==> config.mk <==
export PLATFORM = sky130hd
export DESIGN_NAME = seven_segment_scanner
export DESIGN_NICKNAME = d
export VERILOG_FILES = /design/src/rtl/seven_segment_scanner.sv
export SDC_FILE = /design/constraint.sdc
export NUM_CORES = 1
export LEC_CHECK = 0
export BUFFER_PORTS_ARGS = -buffer_cell sky130_fd_sc_hd__buf_2
export CORE_UTILIZATION = 43
export CTS_CLUSTER_SIZE = 16
export DETAILED_ROUTE_END_ITERATION = 6
export SLEW_MARGIN = 15
export SYNTH_ARGS = -nofsm -noshare
export SYNTH_HDL_FRONTEND = slang
export SYNTH_SLANG_ARGS = --single-unit
==> constraint.sdc <==
create_clock -name clk -period 13.8 [get_ports clk]
set_input_delay 4.14 -clock clk [delete_from_list [all_inputs] [get_ports clk]]
set_output_delay 4.14 -clock clk [all_outputs]
set_load 0.02 [all_outputs]
==> src/rtl/seven_segment_scanner.sv <==
// seven_segment_scanner: scans a snapshot of per-digit segment patterns onto
// a common-anode display with a per-slot blank window and PWM dimming.
module seven_segment_scanner #(
  parameter int DISPLAY_WIDTH = 8,
  parameter int REFRESH_DIV   = 1024,
  parameter int BLANK_CYCLES  = 16,
  parameter int BRIGHT_WIDTH  = 4
) (
  input  logic                          clk,
  input  logic                          reset,
  input  logic [DISPLAY_WIDTH-1:0][6:0] seven_segment_array,
  input  logic                          enable,
  input  logic [BRIGHT_WIDTH-1:0]       brightness,
  output logic [DISPLAY_WIDTH-1:0]      anode,
  output logic [6:0]                    cathode,
  output logic                          frame_sync
);

  localparam int DW = (DISPLAY_WIDTH > 1) ? $clog2(DISPLAY_WIDTH) : 1;
  localparam int CW = $clog2(REFRESH_DIV);
  localparam int OW = CW + BRIGHT_WIDTH + 1;

  localparam logic [DW-1:0] D_LAST = DW'(DISPLAY_WIDTH - 1);
  localparam logic [CW-1:0] C_LAST = CW'(REFRESH_DIV - 1);
  localparam logic [OW-1:0] ACTIVE = OW'(REFRESH_DIV - BLANK_CYCLES);
  localparam logic [OW-1:0] BLANK  = OW'(BLANK_CYCLES);

  logic [DW-1:0]                 d_q, d_d;
  logic [CW-1:0]                 c_q, c_d;
  logic [DISPLAY_WIDTH-1:0][6:0] snap_q;
  logic [BRIGHT_WIDTH-1:0]       snap_bright_q;

  logic                     frame_start;
  logic                     c_wrap;
  logic                     d_wrap;
  logic                     lit;
  logic [OW-1:0]            c_ext;
  logic [OW-1:0]            on_len;
  logic [DISPLAY_WIDTH-1:0] anode_d;
  logic [6:0]               cathode_d;

  assign frame_start = enable && (d_q == '0) && (c_q == '0);
  assign c_wrap      = (c_q == C_LAST);
  assign d_wrap      = (d_q == D_LAST);
  assign c_ext       = OW'(c_q);

  // Product kept at full width so the shift sees every bit.
  assign on_len = (ACTIVE * (OW'(snap_bright_q) + OW'(1)))
                  >> BRIGHT_WIDTH;

  assign lit = enable
            && (c_ext >= BLANK)
            && ((c_ext - BLANK) < on_len);

  always_comb begin
    d_d = d_q;
    c_d = c_q;
    unique case (1'b1)
      !enable: begin
        d_d = '0;
        c_d = '0;
      end
      enable && !c_wrap: begin
        c_d = c_q + CW'(1);
      end
      enable && c_wrap && !d_wrap: begin
        c_d = '0;
        d_d = d_q + DW'(1);
      end
      enable && c_wrap && d_wrap: begin
        c_d = '0;
        d_d = '0;
      end
      default: ;
    endcase
  end

  always_comb begin
    anode_d   = '1;
    cathode_d = 7'h7F;
    if (lit) begin
      anode_d[d_q] = 1'b0;
      cathode_d    = ~snap_q[d_q];
    end
  end

  // (0,0) is always blank, so loading the snapshot on its edge is safe.
  always_ff @(posedge clk or negedge reset) begin
    if (!reset) begin
      d_q           <= '0;
      c_q           <= '0;
      snap_q        <= '0;
      snap_bright_q <= '0;
      anode         <= '1;
      cathode       <= 7'h7F;
      frame_sync    <= 1'b0;
    end else begin
      d_q        <= d_d;
      c_q        <= c_d;
      anode      <= anode_d;
      cathode    <= cathode_d;
      frame_sync <= frame_start;
      if (frame_start) begin
        snap_q        <= seven_segment_array;
        snap_bright_q <= brightness;
      end
    end
  end

endmodule

After elaboration in Yosys (flattened, before gate mapping)
Cells that the tools add are included.
{"block": "op_classes", "n_addsub": 4, "mul": 1, "div_mod_pow": 0, "magnitude_cmp": 4, "n_eq_ne": 2, "shifts": 0, "n_mux": 8, "bitwise_logic": 2, "n_reduce_logical": 18}
{"cell": "7-bit binary-select mux with 3-bit select", "count": 1}
{"cell": "10-bit one-hot mux with 2 select lines", "count": 1}
{"cell": "15-bit by 11-bit less-than comparator with 1-bit output", "count": 1}
{"cell": "7-bit two-way mux", "count": 2}
{"cell": "6-bit by 5-bit multiplier with 11-bit output, first input constant", "count": 1}
{"cell": "10-bit by 5-bit subtractor with 11-bit output, second input constant", "count": 1}
{"cell": "10-bit by 1-bit adder with 10-bit output, second input constant", "count": 1}
{"cell": "10-bit == test, second input constant", "count": 1}
{"cell": "10-bit by 5-bit >= comparator with 1-bit output, second input constant", "count": 1}
{"cell": "10-bit zero test", "count": 1}
{"cell": "1-bit logical AND", "count": 9}
{"cell": "8-bit two-way mux", "count": 1}
{"cell": "8-bit inverter", "count": 1}
{"cell": "7-bit inverter", "count": 1}
{"cell": "3-bit one-hot mux with 2 select lines", "count": 1}
{"cell": "4-bit by 1-bit adder with 5-bit output, second input constant", "count": 1}
{"cell": "3-bit by 4-bit less-than comparator with 1-bit output, second input constant", "count": 1}
{"cell": "2-bit nonzero test", "count": 2}
{"cell": "3-bit by 1-bit adder with 3-bit output, second input constant", "count": 1}
{"cell": "1-bit demux with 3-bit select", "count": 1}
{"cell": "3-bit == test, second input constant", "count": 1}
{"cell": "3-bit by 1-bit >= comparator with 1-bit output, second input constant", "count": 1}
{"cell": "1-bit zero test", "count": 3}
{"cell": "3-bit zero test", "count": 1}
{"cell": "3 further kinds", "count": 3}
{"block": "totals", "reg_bits": 89, "latch_bits": 0, "ramBits": 0, "mem_bits_ro": 0, "out_inout_bits": 16, "word_cells": 53, "memories": 0}

Logic depth before layout (Yosys ltp)
Gate-level depths: netlist (run 1).
{"block": "depth", "depth_word": 6, "mapped_depth": 18}

Least setup slack after synthesis (run 1)
OpenSTA, ideal clock, no wires.
{"block": "synth_path", "path_kind": "register -> register", "startpoint": "register snap_bright_q[0]", "endpoint": "register cathode[5]", "arrival_ns": 5.365, "required_time_ns": 13.700, "path_slack_ns": 8.335, "path_stages_with_launch": 19, "n_path_buf": 1, "period_less_slack_ns": 5.465, "path_cell_list": "dfrtp_1 ha_1 xor2_1 inv_1 fa_1 fa_1 fa_1 inv_1 ha_1 o21ai_0 a22oi_1 a221o_1 o311a_1 ha_1 and3_1 a22o_1 nor4b_2 buf_4 nand4_1"}
{"block": "synth_between", "elab_chain_cells": 5}
{"item": "from (decl)", "line": "31", "text": "logic [BRIGHT_WIDTH-1:0] snap_bright_q;"}
{"item": "from (signal assigned)", "line": "105", "text": "snap_bright_q <= brightness;"}
{"item": "4-bit by 1-bit adder with 5-bit output", "line": "48", "text": "assign on_len = (ACTIVE * (OW'(snap_bright_q) + OW'(1)))"}
{"item": "6-bit by 5-bit multiplier with 11-bit output", "line": "48"}
{"item": "15-bit by 11-bit less-than comparator with 1-bit output", "line": "53", "text": "&& ((c_ext - BLANK) < on_len);"}
{"item": "1-bit logical AND", "line": "53"}
{"item": "7-bit two-way mux", "line": "81", "text": "if (lit) begin"}
{"item": "via cathode_d[5]", "line": "40", "text": "logic [6:0] cathode_d;"}
{"item": "to (signal assigned)", "line": "101", "text": "cathode <= cathode_d;"}
{"item": "to (decl)", "line": "15", "text": "output logic [6:0] cathode,"}
The timed path passes the listed nets, and every way through them passes these cells.
A chain may end at the register's enable or synchronous reset.

Worst setup path after layout (run 1)
{"block": "layout_path", "startpoint": "register snap_bright_q[0]", "endpoint": "register cathode[1]"}
The elaborated chain is that of the path after synthesis.

==> results of run 1 <==
[cell families after synthesis]
family	synth area share (%)
simple gates	11.1
flops	44.2
compound gates	5.12
xor+xnor	3.45
fa+ha+maj	12.8
buf+inv	4.60
mux	18.7
[worst register-to-register path, cell delays in order, from the launching register on]
cell	delay [ns]
dfrtp_1	0.54
ha_1	0.24
xor2_1	0.36
inv_1	0.15
fa_1	0.67
fa_1	0.48
fa_1	0.53
inv_1	0.04
ha_1	0.31
o21ai_0	0.23
a22oi_1	0.15
a221o_1	0.38
o311a_1	0.32
ha_1	0.29
and3_1	0.19
a22o_1	0.24
nor4b_2	0.29
buf_4	0.27
nand4_1	0.13
[routing by layer]
metal / track usage (%) / vias to the layer above
met4: 4.27 / 2
met2: 29.5 / 56
li1: - / 1646
met5: 0 / -
met3: 4.87 / 11
met1: 22.9 / 1660
[area by class of cell]
type                       instances  area share, %
clock buffer                      10           3.92
antenna                            1         0.0428
inverter                          29           1.86
tap                              143           3.06
sequential                        89           38.5
multi-input combinational        289           44.5
timing repair buffer              82           7.24
clock inverter                     6          0.857
[power by group through the flow]
| stage | clock network, W | registers (W) | logic [W] |
|---|---|---|---|
| after CTS | 0.000233 | 0.000339 | 0.000856 |
| after floorplan | 0 | 0.000334 | 0.000697 |
| after detailed placement | 0 | 0.000344 | 0.000847 |
| after global routing | 0.000244 | 0.000346 | 0.000996 |
| final | 0.000227 | 0.000339 | 0.000845 |
| after global placement | 0 | 0.000341 | 0.000829 |
[layout by cell type (no fill, tap or decap), types with 4 or more instances in the layout]
cell        n
buf_4       5
a21oi_1     5
mux4_2      8
dfstp_2    15
dfrtp_1    73
nor2_1     23
xor2_1      8
buf_2      77
nand4_1    11
nand2b_1    5
xnor2_1    12
nand2_1    25
mux2_2     52
mux2i_1     4
nor3b_1     5
o21ai_0    11
mux2_1     13
fa_1        8
inv_1      28
nand3_1    13
ha_1       39
clkbuf_16   9
nor3_1      6
nor2b_1     4
[state kept, by name, indices dropped and copies added (netlist names)]
name,flops
snap_bright_q,4
d_q,3
snap_q,56
c_q,10
anode,8
frame_sync,1
cathode,7
[worst max path at each step]
| stage | slack, ns | cells past startpoint | endpoint | startpoint |
|---|---|---|---|---|
| after floorplan | 8.33 | 18 | cathode[5] | snap_bright_q[0] |
| after global placement | 7.93 | 18 | cathode[1] | snap_bright_q[0] |
| after detailed placement | 7.85 | 18 | cathode[1] | snap_bright_q[0] |
| after CTS | 7.80 | 18 | cathode[1] | snap_bright_q[0] |
| after global routing | 7.47 | 18 | cathode[1] | snap_bright_q[0] |
| final | 7.89 | 18 | cathode[1] | snap_bright_q[0] |
[through the flow]
| stage | area (sq um) | util (%) |
|---|---|---|
| 2_1_floorplan | 5080 | - |
| 3_3_place_gp | 5550 | 48.4 |
| 3_5_place_dp | 5550 | 48.4 |
| 4_1_cts | 5830 | 50.8 |
| 5_1_grt | 5840 | 50.9 |
| 6_report | 5840 | 50.9 |
==> flow_summary.ini, run 1 <==
[outcome]
outcome = finished, final reports clean

[sta]
finalSetupViolCount = 0
rsz0062_at_grt = no
maxSlewViolCount = 0
min_period_over_period_pct = 42.8
holdWs_ns = 0.486
min_period_ns = 5.91
hold_viol = 0
clock.fmax_mhz = 169
fin_worst_skew_ns = 0.00955
slew_headroom_pct = 32.2
fin_ws_ns = 7.89
setup_tns_ns = 0
worst_pin_slew_ns = 1.02

[pwr]
power_frac_seq_pct = 24.0
p_per_area_nw_per_um2 = 242
switching_power_w = 0.000580
clkPwrFrac_pct = 16.1
p_leak_nw = 2.58
p_sw_share_pct = 41.1
comb_power_share_pct = 59.9
intPower_w = 0.000831
finalPower_w = 0.00141
peakVddDrop_mv = 0.176

[placed_design]
place_ws_ns = 7.85
routabilityCongestion = 0.825
place_inst = 631
portBuffers = 78
hpwlAfterDp_mm = 7.35

[setup_path]
r2r_slack_ns = 7.89
cp_top_family = adder cells
start_kind = register
worstRegToRegCells = 18
path_max_fanout = 15
arrival_ns = 6.12
worstPathCellList = ha_1, xor2_1, inv_1, fa_1, fa_1, fa_1, inv_1, ha_1, o21ai_0, a22oi_1, a221o_1, o311a_1, ha_1, and3_1, a22o_1, nor4b_2, buf_4, nand4_1
crit_buf_inv = 3
r2r_start = snap_bright_q[0]
endpoint_kind = register
required_ns = 14.01
r2r_end = cathode[1]
slowest_stage = fa_1
slowest_delay_ns = 0.67
critPathKind = register to register

[synth]
synthArstFlopShare_pct = 100
synthCells = 425
synth_edf_count = 0
yosysWarnings = 0
synth_top_area_share_pct = 36.4
synthTopCellsByArea = dfrtp_1 (36%), mux2_2 (12%), ha_1 (9.6%), dfstp_2 (7.8%), mux4_2 (3.5%)
yosysMostFrequentCell = dfrtp_1
synth_nets = 535
synth_area_per_cell_sq_um = 12.0
synth_cell_types = 52
synthTopCellsByCount = dfrtp_1 (74), mux2_2 (52), ha_1 (39)
yosys.area.top_type = dfrtp_1
synth_area_sq_um = 5080
synthFlopType = dfrtp_1
ys_seq_area_share_pct = 44.2
synth_seq_cells = 89

[clocking]
cts_hold_buf = 0
postCtsResizedCells = 0
cts_tree = done
clock_sinks = 89
cts_buffer_depth = 2
clk_pin_slew_worst_paths_ns = 0.07
numCtsBuffers = 9
cts_setup_buffers = 0
root_buffer = clkbuf_16
htreeDepth = 3
clock_latency_ns = 0.33

[global_route]
track_usage_pct = 17.7
antenna_found_initial = 2
grt_max_degree = 83
overflow = 0
first_global_vias = 3532
grt_pass1_wl_mm = 17.2

[cells_and_area]
multi_input_area_sq_um = 2600
regArea_sq_um = 2250
final_cells = 649
n_fill_cell = 1043
synthToLayoutAreaGrowth_pct = 14.9
nets = 610
drive_above_1_share_pct = 35.2

[route]
drc = 0
wl_met2_mm = 4.91
vias = 3375
firstDrtPassIters = 4
top_layer = met5
initialDrtViolationCount = 108
drt_wl_total_mm = 10.0
ant_nets = 0
avgRoutedWirePerCell_um = 15.5
wl_met3_um = 471
vias_per_cell = 5.20
wl_met1_mm = 4.54

[job]
maxCapViolCount = 0

[floorplanning]
io-pin-count = 79
initial_core_util_pct = 44.3
num_rows = 39
die_w_um = 111
die_y_um = 111
dieArea_sq_um = 12300
core_area_sq_um = 11500

[min_path]
min_to = snap_q[42]
hold_path.class = register to register
worstHoldStart = snap_q[42]
hold_depth = 1
Power figures use the tool's default switching activity.
==> run 2, diff against run 1 <==
--- a/config.mk
+++ b/config.mk
@@ -9,6 +9,7 @@
 export CORE_UTILIZATION = 43
 export CTS_CLUSTER_SIZE = 16
 export DETAILED_ROUTE_END_ITERATION = 6
+export PLACE_DENSITY = 0.66
 export SLEW_MARGIN = 15
 export SYNTH_ARGS = -nofsm -noshare
 export SYNTH_HDL_FRONTEND = slang
==> constraint.sdc (replaced) <==
create_clock -name clk -period 5.2 [get_ports clk]
set_input_delay 1.56 -clock clk [delete_from_list [all_inputs] [get_ports clk]]
set_output_delay 1.56 -clock clk [all_outputs]
set_load 0.02 [all_outputs]
==> run 2 against run 1 <==
Wire length grew 6.9%. Critical path depth is the same. Highest routed layer is now met4. Design area grew 6.1%. Non-clock buffer count grew 21. Largest cell class unchanged. Total power grew to 3.3 times the previous value.
==> flow_summary.ini, run 2 (synthesis results as in run 1) <==
[cells_and_area]
drive_above_1_share_pct = 41.1
final_cells = 669
reg.largest.list = snap_q (56), c_q (10), anode (8)
post-route-util_pct = 54.0
mostFrequentLayoutCell = buf_2
nets = 631
largest_register_ffs = 56
top_register = snap_q
synthToLayoutAreaGrowth_pct = 21.9
antennaDiodeCount = 0
layout_common_cells = buf_2 (77), dfrtp_1 (70), mux2_2 (52), ha_1 (36), inv_1 (26)

[floorplanning]
die_w_um = 111
num_rows = 39
io-pin-count = 79
die_y_um = 111
core_area_sq_um = 11500
dieArea_sq_um = 12300
initial_core_util_pct = 44.3

[pwr]
clkPwrFrac_pct = 15.3
p_sw_share_pct = 41.0
comb_power_share_pct = 65.2
p_per_area_nw_per_um2 = 744
finalPower_w = 0.00461
peakVddDrop_mv = 0.990
switching_power_w = 0.00189
p_leak_nw = 2.72
intPower_w = 0.00272
power_frac_seq_pct = 19.6

[setup_path]
endpoint_kind = register
path_max_fanout = 7
required_ns = 5.46
critPathKind = register to register
arrival_ns = 5.30
start_kind = register

[placed_design]
hpwlAfterDp_mm = 7.60
place_ws_ns = -0.137
place_inst = 640
portBuffers = 78
routabilityCongestion = 0.760

[sta]
finalSetupViolCount = 0
hold_viol = 0
worst_pin_slew_ns = 0.998
fin_worst_skew_ns = 0.00959
fin_ws_ns = 0.162
min_period_over_period_pct = 96.9
setup_tns_ns = 0
clock.fmax_mhz = 198
min_period_ns = 5.04
maxSlewViolCount = 0
slew_headroom_pct = 33.5

[min_path]
hold_path.class = register to register

[route]
avgRoutedWirePerCell_um = 16.0
initialDrtViolationCount = 211
drc = 0
firstDrtPassIters = 4
ant_nets = 0
vias = 3526
drt_wl_total_mm = 10.7
vias_per_cell = 5.27

[clocking]
root_buffer = clkbuf_16
cts_tree = done
clk_pin_slew_worst_paths_ns = 0.07
numCtsBuffers = 9
cts_buffer_depth = 2
clock_latency_ns = 0.34
htreeDepth = 3
clock_sinks = 89

[global_route]
grt_max_degree = 62
grt_pass1_wl_mm = 18.3
track_usage_pct = 18.8
first_global_vias = 3710
antenna_found_initial = 0
overflow = 0

[outcome]
outcome = finished, final reports clean

[job]
maxCapViolCount = 0
-- run 2: cell types whose count changed in the layout (fill, tap and decap cells not counted), sizes merged --
cell / previous run / this run
clkinv: 4 / 5
bufinv: 0 / 2
diode: 1 / 0
buf: 82 / 102
inv: 30 / 28
-- run 2: critical path, cell delays in order (launching register included) --
cell and delay, ns:
dfrtp_2 0.44, ha_4 0.19, and3_4 0.19, fa_2 0.62, fa_1 0.42, fa_1 0.51, inv_2 0.05, ha_4 0.25
o21ai_4 0.15, a22oi_2 0.12, a221o_1 0.33, o311a_1 0.30, ha_1 0.28, and3_1 0.18, a22o_1 0.23, nor4b_4 0.29
buf_4 0.18, clkbuf_16 0.14, nand4_1 0.08
-- run 2: worst paths after layout --
| kind | from | to | slack [ns] | cells past startpoint |
|---|---|---|---|---|
| max | snap_bright_q[0] | cathode[1] | 0.16 | 18 |
| min reg2reg | snap_q[55] | snap_q[55] | 0.48 | 1 |
| min | snap_q[55] | snap_q[55] | 0.48 | 1 |
| max in group asynchronous | reset | cathode[0] | 3.01 | 2 |
| min in group asynchronous | reset | snap_q[50] | 1.25 | 1 |
| max reg2reg | snap_bright_q[0] | cathode[1] | 0.16 | 18 |
-- run 2: per-layer routing --
layer / GRT usage, % / up-vias / part of all wire, % / wire (um)
li1: - / 1686 / - / -
met1: 24.0 / 1729 / 43 / 4650
met2: 30.9 / 89 / 49 / 5290
met3: 3.44 / 22 / 4.4 / 476
met4: 9.16 / 0 / 2.9 / 313
met5: 0 / - / 0 / 0
-- run 2: power by group through the flow --
stage | combinational, W | sequential [W] | clock (W)
after floorplan | 0.00188 | 0.000891 | 0
after global placement | 0.00237 | 0.000904 | 0
after detailed placement | 0.00250 | 0.000913 | 0
after CTS | 0.00279 | 0.000900 | 0.000711
after global routing | 0.00336 | 0.000917 | 0.000751
final | 0.00300 | 0.000901 | 0.000704
-- run 2: final cells by class --
class                      count  area [sq um]
fill                         945          5270
clock inverter                 7           106
tap                          143           179
timing repair buffer         103           623
clock buffer                   9           225
multi-input combinational    289          2700
sequential                    89          2250
inverter                      29           109
-- run 2: per-stage QoR --
step	instance area, sq um	hold WS [ns]
after floorplan	5130	0.452
final	6200	0.483
after global placement	5680	0.463
after CTS	6140	0.488
after global routing	6200	0.507
after detailed placement	5680	0.469
-- run 2: repair_timing --
action,CTS,global route
setup endpoints to repair,15,15
cloned,1,0
pin swaps,10,6
buffers inserted,6,6
hold buffers,0,0
gates resized for setup,6,6
==> run 3, diff against run 2 <==
--- a/config.mk
+++ b/config.mk
@@ -6,6 +6,7 @@
 export NUM_CORES = 1
 export LEC_CHECK = 0
 export BUFFER_PORTS_ARGS = -buffer_cell sky130_fd_sc_hd__buf_2
+export CORE_MARGIN = 1
 export CORE_UTILIZATION = 43
 export CTS_CLUSTER_SIZE = 16
 export DETAILED_ROUTE_END_ITERATION = 6
==> constraint.sdc (replaced) <==
create_clock -name clk -period 4.09 [get_ports clk]
set_input_delay 1.227 -clock clk [delete_from_list [all_inputs] [get_ports clk]]
set_output_delay 1.227 -clock clk [all_outputs]
set_load 0.02 [all_outputs]
==> run 3 against run 2 <==
The run now ends with setup timing left. Via count increased by 1.6%. Register-to-register slack got worse by 1.1 ns. Non-clock buffer count increased by 16. Wire length increased by 4.5%. Design area increased by 2.4%. Core utilization increased by 1.3 points. Flip-flop and latch count unchanged. Total power increased by 32%. Worst setup slack got worse by 1.1 ns. Cell count increased by 2.4%. Hold slack got worse by 0.0020 ns.
==> flow_summary.ini, run 3 (synthesis results as in run 1) <==
[sta]
min_period_ns = 5.01
fin_worst_skew_ns = 0.00955
min_period_over_period_pct = 122
maxSlewViolCount = 0
finalSetupViolCount = 15
hold_viol = 0
rsz0062_at_grt = yes
slew_headroom_pct = 33.1
fin_ws_ns = -0.917
clock.fmax_mhz = 200
worst_pin_slew_ns = 1.00

[outcome]
outcome = complete, but fails checks
violations = setup timing

[clocking]
clock_latency_ns = 0.34
cts_buffer_depth = 2
clk_pin_slew_worst_paths_ns = 0.06
clock_sinks = 89
cts_tree = done
htreeDepth = 3
numCtsBuffers = 9
root_buffer = clkbuf_16

[setup_path]
arrival_ns = 5.24
r2r_end = anode[4]
r2r_start = snap_bright_q[0]
critPathKind = register to register
required_ns = 4.32
start_kind = register
r2r_slack_ns = -0.92
path_max_fanout = 8
worstRegToRegCells = 19
endpoint_kind = register

[floorplanning]
initial_core_util_pct = 44.3
die_y_um = 111
num_rows = 39
dieArea_sq_um = 12300
io-pin-count = 79
core_area_sq_um = 11500
die_w_um = 111

[global_route]
grt_max_degree = 82
overflow = 0
first_global_vias = 3760
grt_pass1_wl_mm = 18.5
antenna_found_initial = 0
track_usage_pct = 19.1

[route]
vias_per_cell = 5.23
ant_nets = 0
vias = 3584
initialDrtViolationCount = 177
drc = 0
drt_wl_total_mm = 11.2
avgRoutedWirePerCell_um = 16.4
firstDrtPassIters = 4

[placed_design]
place_ws_ns = -0.913
placed_area_sq_um = 5900
portBuffers = 78
routabilityCongestion = 0.819
hpwlAfterDp_mm = 8.37

[job]
maxCapViolCount = 0

[pwr]
p_per_area_nw_per_um2 = 957
p_leak_nw = 2.80
peakVddDrop_mv = 1.55

[cells_and_area]
mostFrequentLayoutCell = buf_2
final_area_sq_um = 6340
nets = 647
drive_above_1_share_pct = 43.9
top_register = snap_q
synthToLayoutAreaGrowth_pct = 24.8
largest_register_ffs = 56
reg.largest.list = snap_q (56), c_q (10), anode (8)
antennaDiodeCount = 0
layout_common_cells = buf_2 (77), dfrtp_1 (71), mux2_2 (52), buf_4 (38), ha_1 (35)

[min_path]
hold_depth = 1
min_to = snap_q[41]
worstHoldStart = snap_q[41]
hold_path.class = register to register
-- run 3: cell types whose count changed in the layout (fill, tap and decap cells not counted), moves of 2 or more --
cell / delta
nand3_2: +6
inv_6: +2
clkinv_4: -2
nand3_1: -6
buf_4: +15
-- run 3: area by class of cell --
type	count	area [sq um]
Clock buffer	10	239
Clock inverter	6	65.1
Fill cell	977	5120
Inverter	29	109
Multi-Input combinational cell	289	2750
Sequential cell	89	2250
Tap cell	143	179
Timing Repair Buffer	119	756
-- run 3: what timing repair did --
| action | CTS | global route |
|---|---|---|
| gates cloned | 0 | 1 |
| buffers inserted | 2 | 3 |
| resized for setup | 0 | 13 |
| pin swaps | 3 | 23 |
| endpoints found under the hold margin | 0 | 0 |
| hold buffers | 0 | 0 |
| setup endpoints to repair | 15 | 15 |
-- run 3: how the worst max path moves through the flow --
stage	from	endpoint	cells past startpoint
floorplan	snap_bright_q[0]	cathode[5]	18
global placement	snap_bright_q[1]	anode[6]	18
detailed placement	snap_bright_q[1]	anode[6]	17
CTS	snap_bright_q[1]	anode[6]	17
global route	snap_bright_q[1]	anode[4]	19
finish	snap_bright_q[0]	anode[4]	19
-- run 3: critical path: stages, from the launching register on --
cell and delay (ns):
dfrtp_2 0.43, ha_4 0.18, xor2_4 0.14, inv_2 0.07, fa_2 0.64, fa_1 0.45, fa_1 0.50, inv_2 0.04
ha_4 0.22, o21ai_4 0.13, a22oi_2 0.10, a221o_1 0.36, o311a_1 0.37, ha_4 0.22, and3_4 0.14, a22o_1 0.25
nor4b_4 0.26, buf_4 0.17, buf_12 0.11, nand4_1 0.09
-- run 3: layer usage --
layer	GRT usage [%]	wire, um	share of wire [%]
met1	24.2	4880	43
met3	4.54	554	4.9
met4	5.78	161	1.4
met2	32.3	5620	50
met5	0	0	0
-- run 3: power by group --
| group | internal, W | total (W) | switching, W |
|---|---|---|---|
| combinational | 0.00211 | 0.00410 | 0.00199 |
| clock | 0.000492 | 0.000824 | 0.000333 |
| sequential | 0.00105 | 0.00115 | 0.0000982 |
| total | 0.00365 | 0.00607 | 0.00242 |
-- run 3: through the flow --
step	util, %	TNS, ns	power (W)	hold WS, ns	std cells
after floorplan	-	-12.29	0.00366	0.452	425
after global placement	51.5	-11.83	0.00480	0.464	663
after detailed placement	51.5	-13.28	0.00499	0.473	663
after CTS	54.3	-12.84	0.00587	0.487	681
after global routing	55.3	-15.96	0.00664	0.498	685
final	55.3	-13.39	0.00607	0.481	685
